File: config.mk
export PLATFORM = sky130hd
export DESIGN_NAME = mem_stage_dport_flat
export DESIGN_NICKNAME = d
export VERILOG_FILES = /design/src/rtl/mem_stage_dport_if.sv /design/src/rtl/mem_stage_dport.sv /design/src/flat_wrapper.sv
export SDC_FILE = /design/constraint.sdc
export NUM_CORES = 1
export LEC_CHECK = 0
export CAP_MARGIN = 20
export CELL_PAD_IN_SITES_DETAIL_PLACEMENT = 0
export CELL_PAD_IN_SITES_GLOBAL_PLACEMENT = 1
export CORE_UTILIZATION = 34
export DETAILED_ROUTE_END_ITERATION = 6
export MAX_ROUTING_LAYER = met4
export PLACE_DENSITY = 0.85
export SETUP_SLACK_MARGIN = 0.1
export SLEW_MARGIN = 25
export SYNTH_ARGS = -nofsm -noshare
export SYNTH_HDL_FRONTEND = slang
export SYNTH_SLANG_ARGS = --single-unit
File: constraint.sdc
create_clock -name clk -period 3.6 [get_ports clk]
set_clock_uncertainty 0.05 [all_clocks]
set_input_delay 0.72 -clock clk [delete_from_list [all_inputs] [get_ports clk]]
set_output_delay 0.72 -clock clk [all_outputs]
set_load 0.02 [all_outputs]
File: src/rtl/mem_stage_dport_if.sv
// rtl/mem_stage_dport_if.sv - data-cache port bundle between MEM stage and cache
interface mem_stage_dport_if;
  logic        data_read;
  logic        data_write;
  logic [31:0] data_addr;
  logic [3:0]  data_mbe;
  logic [31:0] data_wdata;
  logic [31:0] data_rdata;
  logic        data_resp;

  modport master (
    output data_read, data_write, data_addr, data_mbe, data_wdata,
    input  data_rdata, data_resp
  );

  modport slave (
    input  data_read, data_write, data_addr, data_mbe, data_wdata,
    output data_rdata, data_resp
  );
endinterface

File: src/rtl/mem_stage_dport.sv
// rtl/mem_stage_dport.sv - MEM-stage data-port controller with alignment and watchdog
module mem_stage_dport #(
  parameter int RESP_TIMEOUT = 1024
) (
  input  logic                     clk,
  input  logic                     rst_n,
  input  logic                     req_read,
  input  logic                     req_write,
  input  logic [2:0]               funct3,
  input  logic [31:0]              addr,
  input  logic [31:0]              wdata,
  input  logic                     ext_stall,
  mem_stage_dport_if.master        dbus,
  output logic                     mem_stall,
  output logic [31:0]              load_data,
  output logic [3:0]               mem_rmask,
  output logic                     misalign,
  output logic                     illegal,
  output logic                     timeout_err
);

  localparam int CW = (RESP_TIMEOUT < 2) ? 1 : $clog2(RESP_TIMEOUT + 1);

  typedef enum logic [1:0] {S_IDLE, S_BUSY, S_DONE} state_t;

  state_t        state, state_nxt;
  logic          access, bad_f3, mis, issue;
  logic [3:0]    mask_in;
  logic          dr, dw;
  logic [31:0]   daddr, dwdata;
  logic [3:0]    dmbe;
  logic          lat_read, lat_write;
  logic [2:0]    lat_f3;
  logic [1:0]    lat_off;
  logic [31:0]   lat_addr, lat_wdata;
  logic [3:0]    lat_mbe;
  logic [CW-1:0] wait_cnt;

  // Shift the returned word down to the accessed byte lane and extend it.
  function automatic logic [31:0] align_load(input logic [31:0] rd, input logic [2:0] f3,
                                             input logic [1:0] off);
    logic [31:0] sh;
    sh = rd >> {off, 3'b000};
    case (f3)
      3'b000:  return {{24{sh[7]}}, sh[7:0]};
      3'b100:  return {24'h0, sh[7:0]};
      3'b001:  return {{16{sh[15]}}, sh[15:0]};
      3'b101:  return {16'h0, sh[15:0]};
      default: return rd;
    endcase
  endfunction

  assign access = req_read | req_write;

  // Decode size into a byte mask and classify illegal / misaligned requests.
  always_comb begin
    mask_in = 4'b0000;
    mis     = 1'b0;
    case (funct3[1:0])
      2'b00:   mask_in = 4'b0001 << addr[1:0];
      2'b01: begin
        mask_in = 4'b0011 << addr[1:0];
        mis     = addr[0];
      end
      2'b10: begin
        mask_in = 4'b1111;
        mis     = |addr[1:0];
      end
      default: mask_in = 4'b0000;
    endcase
    bad_f3 = 1'b0;
    if (req_read && req_write)
      bad_f3 = 1'b1;
    else if (req_read)
      bad_f3 = (funct3 == 3'b011) || (funct3 == 3'b110) || (funct3 == 3'b111);
    else if (req_write)
      bad_f3 = funct3[2] || (funct3 == 3'b011);
  end

  // Next-state and cache-port drive; IDLE drives live inputs, BUSY replays the latched request.
  always_comb begin
    state_nxt = state;
    dr        = 1'b0;
    dw        = 1'b0;
    daddr     = 32'h0;
    dmbe      = 4'b0000;
    dwdata    = 32'h0;
    mem_stall = 1'b0;
    misalign  = 1'b0;
    illegal   = 1'b0;
    issue     = 1'b0;
    case (state)
      S_IDLE: begin
        if (access) begin
          if (bad_f3) begin
            illegal = 1'b1;
          end else if (mis) begin
            misalign = 1'b1;
          end else begin
            issue     = 1'b1;
            dr        = req_read;
            dw        = req_write;
            daddr     = {addr[31:2], 2'b00};
            dmbe      = mask_in;
            dwdata    = wdata << {addr[1:0], 3'b000};
            mem_stall = 1'b1;
            state_nxt = S_BUSY;
          end
        end
      end
      S_BUSY: begin
        dr        = lat_read;
        dw        = lat_write;
        daddr     = lat_addr;
        dmbe      = lat_mbe;
        dwdata    = lat_wdata;
        mem_stall = 1'b1;
        if (dbus.data_resp) state_nxt = S_DONE;
      end
      S_DONE: begin
        if (!ext_stall) state_nxt = S_IDLE;
      end
      default: state_nxt = S_IDLE;
    endcase
  end

  assign dbus.data_read  = dr;
  assign dbus.data_write = dw;
  assign dbus.data_addr  = daddr;
  assign dbus.data_mbe   = dmbe;
  assign dbus.data_wdata = dwdata;
  assign mem_rmask       = dr ? dmbe : 4'b0000;

  // State register.
  always_ff @(posedge clk) begin
    if (!rst_n) state <= S_IDLE;
    else        state <= state_nxt;
  end

  // Capture the issued request so the cache sees stable signals while BUSY.
  always_ff @(posedge clk) begin
    if (!rst_n) begin
      lat_read  <= 1'b0;
      lat_write <= 1'b0;
      lat_f3    <= 3'b000;
      lat_off   <= 2'b00;
      lat_addr  <= 32'h0;
      lat_mbe   <= 4'b0000;
      lat_wdata <= 32'h0;
    end else if (issue) begin
      lat_read  <= dr;
      lat_write <= dw;
      lat_f3    <= funct3;
      lat_off   <= addr[1:0];
      lat_addr  <= daddr;
      lat_mbe   <= dmbe;
      lat_wdata <= dwdata;
    end
  end

  // Response watchdog and load-result capture.
  always_ff @(posedge clk) begin
    if (!rst_n) begin
      wait_cnt    <= '0;
      timeout_err <= 1'b0;
      load_data   <= 32'h0;
    end else begin
      if (issue) begin
        wait_cnt <= '0;
      end else if (state == S_BUSY && !dbus.data_resp && RESP_TIMEOUT != 0) begin
        if (32'(wait_cnt) < RESP_TIMEOUT) wait_cnt <= wait_cnt + CW'(1);
        if (32'(wait_cnt) == RESP_TIMEOUT - 1) timeout_err <= 1'b1;
      end
      if (state == S_BUSY && dbus.data_resp && lat_read)
        load_data <= align_load(dbus.data_rdata, lat_f3, lat_off);
    end
  end

endmodule

File: src/flat_wrapper.sv
// flat-port wrapper written by rule: the top's interface ports become plain ports
module mem_stage_dport_flat 
#(
  parameter int RESP_TIMEOUT = 1024
)
  (clk, rst_n, req_read, req_write, funct3, addr, wdata, ext_stall, mem_stall, load_data, mem_rmask, misalign, illegal, timeout_err, dbus_data_read, dbus_data_write, dbus_data_addr, dbus_data_mbe, dbus_data_wdata, dbus_data_rdata, dbus_data_resp);
  mem_stage_dport_if dbus_i ();
  input  logic clk;
  input  logic rst_n;
  input  logic req_read;
  input  logic req_write;
  input  logic [2:0] funct3;
  input  logic [31:0] addr;
  input  logic [31:0] wdata;
  input  logic ext_stall;
  output logic mem_stall;
  output logic [31:0] load_data;
  output logic [3:0] mem_rmask;
  output logic misalign;
  output logic illegal;
  output logic timeout_err;
  output wire logic [$bits(dbus_i.data_read)-1:0] dbus_data_read;
  output wire logic [$bits(dbus_i.data_write)-1:0] dbus_data_write;
  output wire logic [$bits(dbus_i.data_addr)-1:0] dbus_data_addr;
  output wire logic [$bits(dbus_i.data_mbe)-1:0] dbus_data_mbe;
  output wire logic [$bits(dbus_i.data_wdata)-1:0] dbus_data_wdata;
  input wire logic [$bits(dbus_i.data_rdata)-1:0] dbus_data_rdata;
  input wire logic [$bits(dbus_i.data_resp)-1:0] dbus_data_resp;
  assign dbus_data_read = dbus_i.data_read;
  assign dbus_data_write = dbus_i.data_write;
  assign dbus_data_addr = dbus_i.data_addr;
  assign dbus_data_mbe = dbus_i.data_mbe;
  assign dbus_data_wdata = dbus_i.data_wdata;
  assign dbus_i.data_rdata = dbus_data_rdata;
  assign dbus_i.data_resp = dbus_data_resp;
  mem_stage_dport #(.RESP_TIMEOUT(RESP_TIMEOUT)) u_core (.clk(clk), .rst_n(rst_n), .req_read(req_read), .req_write(req_write), .funct3(funct3), .addr(addr), .wdata(wdata), .ext_stall(ext_stall), .dbus(dbus_i), .mem_stall(mem_stall), .load_data(load_data), .mem_rmask(mem_rmask), .misalign(misalign), .illegal(illegal), .timeout_err(timeout_err));
endmodule
# Word level (Yosys, flattened, before mapping)
# Cells that the tools add are included.
word_totals:
  wordCells: 97
  register_bits: 121
  out_inout_bits: 110
op_classes:
  n_reduce_logical: 16
  muxes: 45
  n_lt_le_gt_ge: 1
  add_sub_neg: 1
  bitwise_logic: 3
  n_eq_ne: 16
  shift: 4
ops:
  columns: ["operator", "count"]
  rows:
  - ["$mux W32", 6]
  - ["$pmux W32 S2", 2]
  - ["$pmux W32 S4", 1]
  - ["$shl A32 B5 Y32", 1]
  - ["$shr A32 B5 Y16", 1]
  - ["$mux W1", 20]
  - ["$mux W4", 4]
  - ["$eq A3 B3 Y1 const B", 4]
  - ["$pmux W4 S3", 1]
  - ["$add A11 B1 Y11 const B", 1]
  - ["$eq A11 B10 Y1 const B", 1]
  - ["$lt A11 B11 Y1 const B", 1]
  - ["$mux W2", 5]
  - ["$ne A2 B2 Y1 const B", 4]
  - ["$pmux W1 S2", 4]
  - ["$pmux W4 S2", 1]
  - ["$pmux W2 S3", 1]
  - ["$reduce_and A5 Y1", 1]
  - ["$eq A2 B1 Y1 const B", 2]
  - ["$eq A2 B2 Y1 const B", 2]
  - ["$logic_and A1 B1 Y1", 4]
  - ["$logic_not A2 Y1", 2]
  - ["$reduce_or A2 Y1", 2]
  - ["$shl A1 B2 Y4 const A", 1]
  - ["11 further kinds", 14]

# Depth between registers and ports, before layout
# Gate-level depths: netlist (run 1).
depth:
  ltp_word: 10
  mapped_depth: 10
  mapped_depth_nobuf: 6

# Worst setup path before layout (run 1)
# No wires, ideal clock.
synth_path:
  path_type: "input to output"
  startpoint: "input funct3[0]"
  endpoint: "output mem_rmask[2]"
  slack_ns: 0.130
  required_time_ns: 2.830
  arrival_ns: 2.700
  path_buffers: 1
  path_stages: 7
  path_cell_list: "inv_1 ha_1 or4b_4 o221a_4 buf_6 o41ai_2 and2_1"
synth_via:
  elab_chain_len: 9
  elab_cells_between_ends: 23
  classes_between: "eq/ne (5); mux (14); reduce/logical (4)"
synth_lines:
  columns: ["item", "line_no", "source"]
  rows:
  - ["from (decl)", "flat_wrapper.sv:12", "input logic [2:0] funct3;"]
  - ["$eq A3 B2 Y1 or $eq A3 B3 Y1 (tied branches)", "mem_stage_dport.sv:75, mem_stage_dport.sv:77", null]
  - ["$logic_or A1 B1 Y1, on equally long branches", "mem_stage_dport.sv:77, mem_stage_dport.sv:75", null]
  - ["$mux W1 or $logic_or A1 B1 Y1 (tied branches)", "mem_stage_dport.sv:76, mem_stage_dport.sv:75", null]
  - ["$mux W1", "mem_stage_dport.sv:74", "else if (req_read)"]
  - ["$mux W1", "mem_stage_dport.sv:72", "if (req_read && req_write)"]
  - ["$mux W4 *", "mem_stage_dport.sv:95", "if (bad_f3) begin"]
  - ["$mux W4 *", "mem_stage_dport.sv:94", "if (access) begin"]
  - ["$pmux W4 S2 *", "mem_stage_dport.sv:92", "case (state)"]
  - ["net dbus_data_mbe[2]", "flat_wrapper.sv:25", "output wire logic [$bits(dbus_i.data_mbe)-1:0] dbus_data_mbe;"]
  - ["$mux W4 *", "mem_stage_dport.sv:132", "assign mem_rmask = dr ? dmbe : 4'b0000;"]
  - ["to (decl)", "flat_wrapper.sv:18", "output logic [3:0] mem_rmask;"]
# Mark *: on every way through the listed nets, which the timed path passes. The rest lies on a longest branch.

# Final worst setup path (run 1)
layout_path:
  startpoint: "input funct3[1]"
  endpoint: "output dbus_data_wdata[0]"
layout_via:
  elab_chain_len: 8
  elab_cells_between_ends: 16
  classes_between: "eq/ne (5); mux (8); reduce/logical (3)"
layout_lines:
  columns: ["item", "line_no", "source"]
  rows:
  - ["$eq A3 B2 Y1 or $eq A3 B3 Y1 (tied branches)", "mem_stage_dport.sv:75, mem_stage_dport.sv:77", null]
  - ["$logic_or A1 B1 Y1, on equally long branches", "mem_stage_dport.sv:77, mem_stage_dport.sv:75", null]
  - ["$mux W1 or $logic_or A1 B1 Y1 (tied branches)", "mem_stage_dport.sv:76, mem_stage_dport.sv:75", null]
  - ["$mux W1", "mem_stage_dport.sv:74", null]
  - ["$mux W1", "mem_stage_dport.sv:72", null]
  - ["$mux W32 *", "mem_stage_dport.sv:95", null]
  - ["$mux W32 *", "mem_stage_dport.sv:94", null]
  - ["$pmux W32 S2 *", "mem_stage_dport.sv:92", null]
  - ["to (decl)", "flat_wrapper.sv:26", "output wire logic [$bits(dbus_i.data_wdata)-1:0] dbus_data_wdata;"]
# Every way passes the cells marked *; elsewhere a longest branch is shown, timed or not.

==> flow_metrics.py, run 1 <==
metrics = {
    "global_route": {
        "grt_max_degree": 55,
        "grt_antenna_before_repair": 0,
        "overflow": 0,
        "grt_pass1_wl_um": 37700,
        "grt_use_total_pct": 24.2,
        "grt_pass1_vias": 7031,
    },
    "critical_path": {
        "endpoint_kind": "primary output",
        "crit_path_max_incr_delay_ns": 0.56,
        "arrival_ns": 2.69,
        "crit_buf_inv": 5,
        "crit_path_frequent_cell": "buf_6",
        "slowest_stage": "or4b_4",
        "worst-r2r-setup-slack_ns": 0.79,
        "path_delay_family": "buffers and inverters",
        "reg2reg_to": "u_core.load_data[12]",
        "reg2regPathDepth": 5,
        "crit_fanout": 8,
        "rr_startpoint": "u_core.state[0]",
        "cp_cell_sequence": "clkdlybuf4s15_2, ha_2, or4b_4, buf_6, o221ai_4, buf_12, and3_4, buf_6, a22o_1, buf_4",
        "worstPathRequired_ns": 2.83,
        "critPathKind": "in -> out",
        "cp-start-kind": "primary input",
    },
    "clock_network": {
        "clock_latency_ns": 0.41,
        "h-tree-depth": 4,
        "cts_max_path_buffers": 2,
        "postCtsHoldBufs": 0,
        "cts_root_buf": "clkbuf_16",
        "clk_pin_slew_ns": 0.05,
        "cts_tree": "done",
        "clock-sinks": 121,
        "cts_inserted_buffers": 17,
    },
    "power": {
        "powerDensity_mw_per_mm2": 419,
        "comb_power_share_pct": 28.6,
        "p_int_mw": 3.04,
        "power.clock.fraction_pct": 38.2,
        "ir_drop_uv": 327,
        "pwr-share-seq_pct": 33.2,
        "switching_share_pct": 30.9,
        "finalPower_mw": 4.40,
        "p_leak_nw": 4.37,
        "power_switching_mw": 1.36,
    },
    "place": {
        "portBuffers": 214,
        "dp_hpwl_um": 16900,
        "placed_area_mm2": 0.00984,
        "dp.cells": 1324,
        "pre_cts_ws_ns": -0.672,
        "place_congestion": 0.886,
    },
    "yosys": {
        "ys_ff_latch": 121,
        "ys_warn_count": 0,
        "synth_edf_count": 0,
        "syn_avg_cell_area_um2": 8.27,
        "syn_nets": 931,
        "ys.flop_type": "dfxtp_1",
        "netlist_area_mm2": 0.00679,
        "netlist_instances": 821,
        "yosysUniqueCellTypes": 60,
        "synth_seq_area_share_pct": 35.7,
        "async_flop_share_pct": 0,
    },
    "floorplanning": {
        "pin_count": 215,
        "die_w_um": 143,
        "row_count": 51,
        "start_util_pct": 34.8,
        "core_mm2": 0.0195,
        "dieHeight_um": 143,
        "die-area_mm2": 0.0205,
    },
    "timing": {
        "rsz0062_at_grt": "true",
        "relSlewSlack_pct": 44.5,
        "hold_slack_ns": 0.399,
        "max_freq_mhz": 289,
        "slew_viol_final": 0,
        "fin_crit_sh_pct": 96.0,
        "setup_viol": 0,
        "finalHoldViolCount": 0,
        "fin_ws_ns": 0.144,
        "min_period_ns": 3.46,
        "worst_slew_pin_slew_ns": 0.833,
    },
    "min_path": {
        "hold_start": "u_core.load_data[0]",
        "hp-class": "reg -> reg",
        "hold_depth": 2,
        "holdPathEnd": "u_core.load_data[0]",
    },
    "cells_and_area": {
        "final_nets": 1213,
        "mostFrequentLayoutCells": "140 x nand2_1, 140 x buf_4, 133 x clkdlybuf4s50_1",
        "design_area_mm2": 0.0105,
        "drive_gt1_share_pct": 27.1,
        "syn2layout_area_growth_pct": 54.5,
        "final.fill_count": 1840,
        "final_cells": 1380,
    },
    "run_status": {
        "status": "finished, final reports clean",
    },
    "drt": {
        "wl_um": 24200,
        "num_vias": 7509,
        "drc": 0,
        "first_iter_violations": 485,
        "dr.pass1.iters": 5,
        "detail-route-antenna-nets": 0,
        "vias_per_cell": 5.44,
        "routedWlPerCell_um": 17.5,
    },
    "run": {
        "drv_cap": 0,
    },
}
[kinds of logic (layout without fill, tap and decap cells)]
logic type	Yosys count	after routing	share of synthesized area [%]
AOI/OAI and AO/OA	290	290	29.5
xor gates and xnor gates	8	8	1.03
adders and majority gates	5	5	0.921
buffers and inverters	98	391	6.48
DFF	121	121	35.7
muxes	44	44	8.29
other	0	1	0
and+or+nand+nor	255	255	18.1
[sequential cells by signal (all words and copies together), names as in the netlist]
signal and flops:
u_core.wait_cnt 11, u_core.load_data 32, u_core.lat_mbe 4, u_core.lat_addr 32, u_core.timeout_err 1, u_core.state 2
u_core.lat_wdata 32, u_core.lat_write 1, u_core.lat_f3 3, u_core.lat_off 2, u_core.lat_read 1
[per-layer routing]
metal	wire (um)	track usage, %
met1	10600	30.5
met3	1310	4.23
met2	11700	38.7
met4	592	9.24
met5	0	-
[worst max path at each step]
stage	cells past startpoint	endpoint	start
after floorplan	7	mem_rmask[2]	funct3[0]
after global placement	8	mem_rmask[1]	funct3[0]
after detailed placement	8	mem_rmask[0]	funct3[0]
after CTS	11	dbus_data_addr[11]	funct3[0]
after global routing	10	dbus_data_mbe[3]	funct3[1]
final	10	dbus_data_wdata[0]	funct3[1]
[power groups by stage]
stage,clock network (mW),registers [mW],logic (mW)
2_1_floorplan,0,1.48,0.650
3_3_place_gp,0,1.49,1.23
3_5_place_dp,0,1.49,1.23
4_1_cts,1.71,1.46,1.24
5_1_grt,1.77,1.47,1.35
6_report,1.68,1.46,1.26
[cell type report]
cell class                      count  area, um^2  share of cell area, %
Multi-Input combinational cell    602        4020                   38.3
Timing Repair Buffer              355        3110                   29.7
Sequential cell                   121        2420                   23.1
Clock buffer                       19         453                   4.32
Tap cell                          265         332                   3.16
Clock inverter                     11         125                   1.19
Inverter                            6        22.5                  0.215
Antenna cell                        1        2.50                 0.0239
[Yosys cell counts, types with 2 or more instances]
| cell | n | share of area (%) |
|---|---|---|
| a21boi_1 | 2 | 0.22 |
| a21oi_1 | 91 | 6.7 |
| a21oi_2 | 10 | 1.3 |
| a22o_1 | 24 | 3.1 |
| a22oi_1 | 8 | 0.88 |
| a2bb2oi_1 | 7 | 0.90 |
| a31o_2 | 8 | 1.0 |
| and2_1 | 5 | 0.46 |
| and3_1 | 5 | 0.46 |
| buf_1 | 12 | 0.66 |
| buf_2 | 15 | 1.1 |
| buf_6 | 3 | 0.50 |
| clkbuf_1 | 59 | 3.3 |
| dfxtp_1 | 121 | 36 |
| ha_1 | 5 | 0.92 |
| inv_1 | 6 | 0.33 |
| mux2_2 | 8 | 1.3 |
| mux2i_1 | 27 | 4.0 |
| mux4_2 | 9 | 3.0 |
| nand2_1 | 140 | 7.7 |
| nand2b_1 | 5 | 0.46 |
| nand3_1 | 8 | 0.59 |
| nand3b_1 | 2 | 0.22 |
| nand4_1 | 49 | 4.5 |
| nor2_1 | 19 | 1.1 |
| nor2b_1 | 3 | 0.28 |
| nor3_1 | 5 | 0.37 |
| nor4b_1 | 2 | 0.26 |
| o211a_1 | 8 | 1.2 |
| o21a_1 | 2 | 0.22 |
| o21ai_0 | 34 | 2.5 |
| o221ai_1 | 8 | 1.0 |
| o22ai_1 | 16 | 1.5 |
| o2bb2ai_1 | 8 | 1.0 |
| o31a_1 | 2 | 0.26 |
| o31ai_1 | 51 | 5.6 |
| o41ai_2 | 2 | 0.48 |
| or3_1 | 3 | 0.28 |
| or4b_1 | 2 | 0.29 |
| xnor2_1 | 5 | 0.64 |
| xor2_1 | 3 | 0.39 |
[per-stage QoR]
step / setup TNS [ns] / util [%]
after CTS: 0 / 53.4
after detailed placement: -43.62 / 50.4
after global routing: 0 / 53.7
after floorplan: 0 / -
final: 0 / 53.7
after global placement: -42.98 / 50.4
[worst reg2reg max path, delay by kind of cell, from the launching register on]
family                 cells  cell delay, ns
flip-flops                 1            0.51
buffers and inverters      1            0.35
AND/OR/NAND/NOR            2            0.93
AO/OA/AOI/OAI              2            0.82
[what timing repair did]
action | in CTS | in global routing
endpoints found under the setup margin | 75 | 48
gates resized for setup | 328 | 31
cloned | 3 | 0
buffers inserted | 20 | 2
pin swaps | 9 | 12
Power figures use the tool's default switching activity.
==> inputs of run 2 (changes only) <==
CORE_ASPECT_RATIO = 1.2   (was default)
==> flow_metrics.py, run 2 (synthesis results as in run 1) <==
metrics = {
    "run_status": {
        "status": "finished, final reports clean",
    },
    "drt": {
        "dr.pass1.iters": 5,
        "first_iter_violations": 517,
        "detail-route-antenna-nets": 0,
        "drc": 0,
        "num_vias": 7575,
        "routedWlPerCell_um": 18.7,
        "vias_per_cell": 5.57,
        "wl_um": 25500,
    },
    "timing": {
        "slew_viol_final": 0,
        "fin_crit_sh_pct": 95.6,
        "rsz0062_at_grt": "true",
        "setup_viol": 0,
        "max_freq_mhz": 291,
        "min_period_ns": 3.44,
        "relSlewSlack_pct": 45.2,
        "finalHoldViolCount": 0,
        "tns_ns": 0,
        "worst_slew_pin_slew_ns": 0.821,
    },
    "clock_network": {
        "cts_root_buf": "clkbuf_16",
        "clock_latency_ns": 0.41,
        "cts_max_path_buffers": 2,
        "clock-sinks": 121,
        "postCtsHoldBufs": 0,
        "cts_tree": "done",
        "clk_pin_slew_ns": 0.06,
        "cts_inserted_buffers": 17,
        "h-tree-depth": 4,
    },
    "global_route": {
        "grt_antenna_before_repair": 1,
        "grt_pass1_wl_um": 38600,
        "grt_use_total_pct": 25.2,
        "grt_pass1_vias": 7262,
        "overflow": 0,
        "grt_max_degree": 67,
    },
    "floorplanning": {
        "core_mm2": 0.0195,
        "die-area_mm2": 0.0205,
        "start_util_pct": 34.7,
        "pin_count": 215,
        "dieHeight_um": 157,
        "die_w_um": 131,
        "row_count": 56,
    },
    "place": {
        "dp_hpwl_um": 17100,
        "dp.cells": 1308,
        "portBuffers": 214,
        "place_congestion": 0.888,
    },
    "critical_path": {
        "endpoint_kind": "primary output",
        "critPathLaunch": "funct3[0]",
        "reg2regPathDepth": 4,
        "crit_fanout": 8,
        "critPathKind": "in -> out",
        "reg2reg_to": "u_core.load_data[16]",
        "arrival_ns": 2.67,
        "worstPathRequired_ns": 2.83,
        "cp-start-kind": "primary input",
        "rr_startpoint": "u_core.lat_off[0]",
        "worst-r2r-setup-slack_ns": 1.12,
    },
    "min_path": {
        "hold_start": "u_core.load_data[3]",
        "hp-class": "reg -> reg",
        "hold_depth": 2,
        "holdPathEnd": "u_core.load_data[3]",
    },
    "cells_and_area": {
        "mostFrequentLayoutCells": "140 x nand2_1, 133 x clkdlybuf4s50_1, 121 x dfxtp_1",
        "largest_registers": "u_core.lat_addr: 32 flops, u_core.lat_wdata: 32 flops, u_core.load_data: 32 flops",
        "final.fill_count": 1799,
        "final_nets": 1196,
        "final_cells": 1361,
        "drive_gt1_share_pct": 25.8,
        "syn2layout_area_growth_pct": 54.1,
        "final_common_cell": "nand2_1",
    },
    "run": {
        "drv_cap": 0,
    },
    "power": {
        "powerDensity_mw_per_mm2": 417,
        "p_leak_nw": 4.32,
        "ir_drop_uv": 333,
    },
}
-- run 2: cell count changes in the layout (fill, tap and decap cells not counted), sizes merged, moves of 2 or more --
cell | previous run | this run
clkdlybuf4s15 | 6 | 17
clkbuf | 21 | 23
buf | 211 | 178
clkinv | 4 | 8
-- run 2: final cells by class --
class	count	area (um^2)	area share, %
tap	261	327	3.12
antenna	1	2.50	0.0239
sequential	121	2420	23.1
timing repair buffer	338	3120	29.8
inverter	6	22.5	0.215
clock buffer	17	425	4.06
clock inverter	15	130	1.24
multi-input combinational	602	4020	38.4
-- run 2: through the flow --
stage | util, % | area (um^2) | hold slack, ns | total power [mW] | setup WS [ns]
6_report | 53.5 | 10500 | 0.402 | 4.36 | 0.160
5_1_grt | 53.5 | 10500 | 0.426 | 4.55 | 0.0804
4_1_cts | 53.1 | 10400 | 0.402 | 4.36 | 0.100
3_5_place_dp | 49.8 | 9730 | 0.395 | 2.71 | -0.621
3_3_place_gp | 49.8 | 9730 | 0.389 | 2.70 | -0.583
2_1_floorplan | - | 6790 | 0.394 | 2.13 | 0.130
-- run 2: repair_timing --
action,4_1_cts,5_1_grt
pin swaps,9,4
gates cloned,5,2
gates resized for setup,290,27
endpoints found under the setup margin,75,63
setup buffers,8,5
-- run 2: how the worst max path moves through the flow --
stage	end	slack, ns	cells after the start
6_report	dbus_data_wdata[0]	0.16	11
2_1_floorplan	mem_rmask[2]	0.13	7
3_3_place_gp	mem_rmask[0]	-0.58	8
4_1_cts	dbus_data_wdata[0]	0.10	10
5_1_grt	dbus_data_wdata[29]	0.08	13
3_5_place_dp	dbus_data_mbe[3]	-0.62	8
-- run 2: layer usage --
metal | share of wire, % | track usage (%) | vias to the layer above
met3 | 7.1 | 5.40 | 64
met1 | 40 | 29.5 | 3579
met5 | 0 | - | -
li1 | - | - | 3603
met4 | 4.1 | 12.0 | 0
met2 | 49 | 40.6 | 329
-- run 2: critical path, stage by stage --
cell,delay [ns]
buf_2,0.11
buf_6,0.11
ha_4,0.15
or4b_4,0.53
buf_6,0.14
o221ai_4,0.08
clkbuf_16,0.22
and3_4,0.20
buf_12,0.12
a22o_1,0.16
buf_6,0.12
-- run 2: power breakdown --
part / internal, mW / switching, mW / total, mW
sequential: 1.41 / 0.0575 / 1.47
combinational: 0.593 / 0.683 / 1.28
clock: 0.948 / 0.667 / 1.61
